`config.mk`:
```
export PLATFORM = sky130hd
export DESIGN_NAME = vga_timing_core
export DESIGN_NICKNAME = d
export VERILOG_FILES = /design/src/rtl/vga_timing_core.sv
export SDC_FILE = /design/constraint.sdc
export NUM_CORES = 1
export LEC_CHECK = 0
export CAP_MARGIN = 10
export CORE_AREA = 3 3 71 73
export CTS_CLUSTER_DIAMETER = 120
export DETAILED_ROUTE_END_ITERATION = 6
export DIE_AREA = 0 0 74 76
export PLACE_DENSITY = 0.84
export SETUP_SLACK_MARGIN = 0.05
export SLEW_MARGIN = 40
export SYNTH_ARGS = -nofsm -noshare
export SYNTH_HDL_FRONTEND = slang
export SYNTH_SLANG_ARGS = --single-unit
```
`constraint.sdc`:
```
create_clock -name vga_clk -period 2 [get_ports vga_clk]
set_input_delay 0.2 -clock vga_clk [delete_from_list [all_inputs] [get_ports vga_clk]]
set_output_delay 0.2 -clock vga_clk [all_outputs]
set_load 0.01 [all_outputs]
```
`src/rtl/vga_timing_core.sv`:
```
// Raster timing generator: h/v counters, registered sync/blank, line/frame strobes.
// Optional frame counter built only when VGA_TIMING_FRAME_COUNT_EN is defined.
module vga_timing_core #(
   parameter int H_ACTIVE = 640,
   parameter int H_FP     = 16,
   parameter int H_SYNC   = 96,
   parameter int H_BP     = 48,
   parameter int V_ACTIVE = 480,
   parameter int V_FP     = 10,
   parameter int V_SYNC   = 2,
   parameter int V_BP     = 33,
   parameter bit HS_POL   = 1'b0,
   parameter bit VS_POL   = 1'b0
) (
   input  logic        vga_clk,
   input  logic        reset,
   input  logic        pix_en,
   output logic        blank_n,
   output logic        HS,
   output logic        VS,
   output logic [10:0] xPos,
   output logic [9:0]  yPos,
   output logic        line_tick,
   output logic        frame_tick,
   output logic [15:0] frame_count
);

   localparam int H_TOTAL  = H_ACTIVE + H_FP + H_SYNC + H_BP;
   localparam int V_TOTAL  = V_ACTIVE + V_FP + V_SYNC + V_BP;
   localparam int HS_START = H_ACTIVE + H_FP;
   localparam int HS_END   = H_ACTIVE + H_FP + H_SYNC;
   localparam int VS_START = V_ACTIVE + V_FP;
   localparam int VS_END   = V_ACTIVE + V_FP + V_SYNC;

   localparam logic [10:0] X_LAST = 11'(H_TOTAL - 1);
   localparam logic [9:0]  Y_LAST = 10'(V_TOTAL - 1);

   if (H_TOTAL > 2048 || V_TOTAL > 1024) begin : g_param_check
      $error("vga_timing_core: H_TOTAL must be <= 2048 and V_TOTAL <= 1024");
   end

   logic [10:0] x_nxt;
   logic [9:0]  y_nxt;
   logic        blank_nxt;
   logic        hs_nxt;
   logic        vs_nxt;
   logic        land_line;
   logic        land_frame;

   // Decode the position being loaded so sync/blank register alongside it, skew-free.
   always_comb begin
      x_nxt = xPos + 11'd1;
      y_nxt = yPos;
      if (xPos == X_LAST) begin
         x_nxt = '0;
         y_nxt = (yPos == Y_LAST) ? '0 : yPos + 10'd1;
      end
      blank_nxt  = (int'(x_nxt) < H_ACTIVE) && (int'(y_nxt) < V_ACTIVE);
      hs_nxt     = ((int'(x_nxt) >= HS_START) && (int'(x_nxt) < HS_END)) ? HS_POL : ~HS_POL;
      vs_nxt     = ((int'(y_nxt) >= VS_START) && (int'(y_nxt) < VS_END)) ? VS_POL : ~VS_POL;
      land_line  = (x_nxt == '0);
      land_frame = (x_nxt == '0) && (y_nxt == '0);
   end

   always_ff @(posedge vga_clk) begin
      if (reset) begin
         xPos       <= X_LAST;
         yPos       <= Y_LAST;
         blank_n    <= 1'b0;
         HS         <= ~HS_POL;
         VS         <= ~VS_POL;
         line_tick  <= 1'b0;
         frame_tick <= 1'b0;
      end else if (pix_en) begin
         xPos       <= x_nxt;
         yPos       <= y_nxt;
         blank_n    <= blank_nxt;
         HS         <= hs_nxt;
         VS         <= vs_nxt;
         line_tick  <= land_line;
         frame_tick <= land_frame;
      end else begin
         line_tick  <= 1'b0;
         frame_tick <= 1'b0;
      end
   end

`ifdef VGA_TIMING_FRAME_COUNT_EN
   logic [15:0] frame_cnt_q;

   // Counts on the same edge that raises frame_tick, so frame N reads N throughout.
   always_ff @(posedge vga_clk) begin
      if (reset) begin
         frame_cnt_q <= '0;
      end else if (pix_en && land_frame) begin
         frame_cnt_q <= frame_cnt_q + 16'd1;
      end
   end

   assign frame_count = frame_cnt_q;
`else
   assign frame_count = '0;
`endif

endmodule

```
* After elaboration in Yosys (flattened, before gate mapping) *
Cells that the tools add are included.

cells by class
  add/sub/neg operators = 2
  order comparisons = 6
  equal/unequal tests = 2
  multiplexer cells = 5
  bitwise operators = 1
  reduce and logical (&&, ||, !) cells = 7

operator list
  operator               number
  $lt 11x10->1 const B   2
  $lt 10x9->1 const B    2
  $mux 10                2
  $add 11x1->11 const B  1
  $eq 11x10->1 const B   1
  $ge 11x10->1 const B   1
  $logic_not 11->1       1
  $mux 11                1
  $add 10x1->10 const B  1
  $eq 10x10->1 const B   1
  $ge 10x9->1 const B    1
  $logic_not 10->1       1
  $logic_and 1x1->1      4
  $mux 1                 2
  $reduce_or 2->1        1
  $not 1->1              1

storage, ports and cells
  bits in registers = 26
  bits of input ports = 3
  output and inout bits = 42
  word-level logic and storage cells = 30

* Depth between registers and ports, before layout *
  depth after elaboration = 6
  depth in mapped cells = 12
  mapped depth without buffers = 8

* Worst setup path after synthesis *
Ideal clock, no wire load.

  kind = flip-flop to flip-flop
  from = reg yPos[1]
  to = reg VS
  library setup time = 0.140 ns
  data arrival time = 2.024 ns
  data required time = 1.860 ns
  slack = -0.164 ns
  stages on the path, launching flop included = 7
  buffers on the path = 0
  period minus slack after synthesis = 2.164 ns
  cells stage by stage = dfxtp_1 -> ha_1 -> nand3_1 -> or2_1 -> or4_1 -> a211oi_2 -> a41oi_1

on the way
  cells in the longest elaborated chain, start to end = 6
  elaborated cells between the ends (all ways) = 8
  those cells by class = 1 x add/sub; 2 x order compare; 1 x eq/ne; 3 x mux; 1 x reduce/logical

ends and longest elaborated chain
  item                                           line  text
  start, declared                                22    output logic [9:0] yPos,
  start signal, assigned                         76    yPos <= y_nxt;
  $add 10x1->10 or $eq 10x10->1 (tied branches)  56    y_nxt = (yPos == Y_LAST) ? '0 : yPos + 10'd1;
  $mux 10                                        56
  $mux 10 *                                      54    if (xPos == X_LAST) begin
  $ge 10x9->1 or $lt 10x9->1 (tied branches)     60    vs_nxt = ((int'(y_nxt) >= VS_START) && (int'(y_nxt) < VS_END)) ? VS_POL : ~VS_POL;
  $logic_and 1x1->1 *                            60
  $mux 1 *                                       60
  end signal, assigned                           71    VS <= ~VS_POL;
  end signal, assigned                           79    VS <= vs_nxt;
  end, declared                                  20    output logic VS,

Every way passes the cells marked *; elsewhere a longest branch is shown, timed or not.
A chain may end at the register's enable or synchronous reset.

* Final worst setup path *
  from = reg xPos[4]
  to = reg frame_tick

on the way
  cells in the longest elaborated chain, start to end = 4
  elaborated cells between the ends (all ways) = 7
  those cells by class = 1 x add/sub; 1 x eq/ne; 2 x mux; 3 x reduce/logical

ends and longest elaborated chain
  item                                                  line    text
  start, declared                                       21      output logic [10:0] xPos,
  start signal, assigned                                75      xPos <= x_nxt;
  $add 11x1->11 or $eq 11x10->1 (tied branches)         52, 54
  $mux 11 or $mux 10 (tied branches)                    54
  $logic_not 11->1 or $logic_not 10->1 (tied branches)  62      land_frame = (x_nxt == '0) && (y_nxt == '0);
  $logic_and 1x1->1 *                                   62
  end signal, assigned                                  81      frame_tick <= land_frame;
  end, declared                                         24      output logic frame_tick,

Marked as above.

==> impl_metrics.toml <==
[sta]
period_share_pct = 101
hold_viol_final = 0
max_freq_mhz = 494
clock_skew_ns = 0.00616
setup_viol = 2
rsz0062_at_grt = "true"
setup_ws_ns = -0.0263
slew_violations = 0
hold_ws_ns = 0.489
finalCriticalPeriod_ns = 2.03

[floorplanning]
dieArea_sq_um = 5620
ios = 45
die_h_um = 76
dieWidth_um = 74
start_util_pct = 45.5
core-area_sq_um = 4410
rows = 24

[finish]
drive_gt1_share_pct = 24.7
multi_input_area_sq_um = 1350
seq_area_sq_um = 539
n_antenna_cell = 0
finish.instance_area_sq_um = 2690
instances_no_fill = 372
final_core_util_pct = 60.9
syn2layout_area_growth_pct = 33.7
nNetsFinal = 327
fillers = 391

[setup_path]
cp_max_fo = 5
cp.required_ns = 2.23
critPathArrivalTime_ns = 2.25
r2r_cells = 6
path_class = "reg -> reg"
rrSetupSlack_ns = -0.03
r2r-start = "xPos[4]"
worstReg2RegEnd = "frame_tick"
start_kind = "flip-flop"
crit_path_end_kind = "flip-flop"

[power]
combPwrFrac_pct = 41.2
sequentialPowerShare_pct = 33.3
p_sw_mw = 0.634
power_density_nw_per_um2 = 663
vdd_ir_drop_max_mv = 0.315
internal_power_mw = 1.15
p_sw_share_pct = 35.6
clkPwrFrac_pct = 25.6
p_leak_nw = 1.10

[clock_tree]
path_clk_slew_ns = 0.10
worstSkewPairLatency_ns = 0.28
postCtsHoldBufs = 0
clock_path_buffers = 2
cts.sinks = 26
cts_max_level = 1
cts_buffers = 3
cts_tree = "built"
clock-root-buffer = "clkbuf_8"

[drt]
route.vias.total = 2163
drt_iter0_markers = 282
ant_nets = 0
drtPass1Iterations = 5
viasPerCell = 5.81
wl_per_cell_um = 16.2
routed_wl_um = 6020
drc = 0

[global_route]
grt.total_usage_pct = 20.6
grt_pass1_wl_um = 9500
antenna_found_initial = 0
grt_pass1_vias = 1951
grt_start_max_net_pins = 23
overflow = 0

[place]
dp_worst_setup_slack_ns = 0.0530
placed_cells = 359
port_buffers = 28
gp_congestion = 1.05
dp_hpwl_um = 4250
placed_area_sq_um = 2480

[yosys]
ys_ff_latch = 26
yosys-top-cells-count = "28 x nand2_1, 26 x dfxtp_1, 23 x nor2_1, 20 x buf_4, 17 x a21oi_1"
seq_area_frac_synth_pct = 25.9
ys_top_cells_by_area = "dfxtp_1 26%, buf_4 7.5%, nand2_1 5.2%"
async_reset_ff_share_pct = 0
ys_types = 63
yosysTopAreaCell = "dfxtp_1"
ys_warn_count = 0
synth_ff_type = "dfxtp_1"
avgSynthCellArea_sq_um = 7.62
synth_top_area_share_pct = 25.9
synthCells = 264
synth_edf_count = 0
netlist_area_sq_um = 2010
yosysMostFrequentCell = "nand2_1"

[status]
violations = "setup timing"
status = "finished, violations left"

[min_path]
whs_endpoint = "blank_n"
whs_path_depth = 2
min_from = "blank_n"
min_path_type = "reg -> reg"

[job]
cap_violations = 0
==> worst max-delay path: stages (launching register included) <==
cell,delay (ns)
dfxtp_1,0.45
nand3_1,0.26
nor3_2,0.30
xor2_1,0.15
nor4_1,0.33
and4b_1,0.28
and4bb_1,0.19
==> power groups by stage <==
stage	Combinational [mW]	Clock, mW	Sequential [mW]
finish	0.733	0.456	0.593
CTS	0.652	0.458	0.589
detailed placement	0.644	0	0.600
global route	0.790	0.478	0.598
global placement	0.634	0	0.598
floorplan	0.462	0	0.605
==> per-layer routing <==
layer | track usage, % | routed length, um
met1 | 30.4 | 2680
met3 | 1.98 | 401
met2 | 30.9 | 2770
met5 | 0 | 0
met4 | 6.70 | 172
==> cell usage in the layout, fill, tap and decap left out, types with 3 or more instances in the layout <==
cell              n
dfxtp_2           3
conb_1           16
a211o_1           4
or4_1             3
o21ai_0          10
clkbuf_8          3
o21ai_1           7
buf_4            45
nor2_1           23
or3_1             3
dfxtp_4           4
nand3_1           9
nor3_1            7
xor2_1            8
nor3_2            3
o31ai_1           3
nand2_1          28
and3_1            5
a31oi_1           4
inv_1            11
a21oi_1          17
dfxtp_1          19
clkdlybuf4s50_1  28
==> cells by family (layout without fill, tap and decap cells) <==
family,after synthesis,in the layout,synth area share (%)
and+or+nand+nor,107,108,29.0
buffers and inverters,48,88,14.7
xor gates and xnor gates,10,10,4.36
AOI/OAI and AO/OA,67,67,23.0
other,1,16,0.187
DFF,26,26,25.9
adders and majority gates,3,3,1.87
muxes,2,2,0.996
==> worst max-delay path by stage <==
stage               startpoint          to  slack, ns
finish                 xPos[4]  frame_tick      -0.03
global route           xPos[4]  frame_tick      -0.11
CTS                    xPos[0]  frame_tick       0.04
detailed placement     yPos[0]          VS       0.05
global placement       yPos[2]     blank_n       0.08
floorplan              xPos[0]  frame_tick      -0.05
==> flip-flops by register name, summed over array words and instances, names as in the netlist <==
register and cells:
blank_n 1, line_tick 1, yPos 10, xPos 11, VS 1, HS 1, frame_tick 1
==> area by class of cell <==
| cell class | count | area share [%] |
|---|---|---|
| flip-flops and latches | 26 | 20.1 |
| clock buffers | 3 | 1.54 |
| clock inverters | 1 | 1.12 |
| multi-input cells | 206 | 50.3 |
| well taps | 52 | 2.42 |
| inverters | 11 | 1.54 |
| repair buffers | 73 | 23.0 |
==> per-stage QoR <==
stage	TNS [ns]	total power, mW
2_1_floorplan	-0.0552	1.07
3_3_place_gp	0	1.23
3_5_place_dp	0	1.24
4_1_cts	0	1.70
5_1_grt	-0.228	1.87
6_report	-0.0316	1.78
==> repair_timing <==
item	CTS	global route
setup buffers	0	8
cloned	0	1
endpoints found under the hold margin	0	0
pin swaps	1	8
resized for setup	2	13
setup endpoints to repair	3	6
Power figures use the tool's default switching activity.
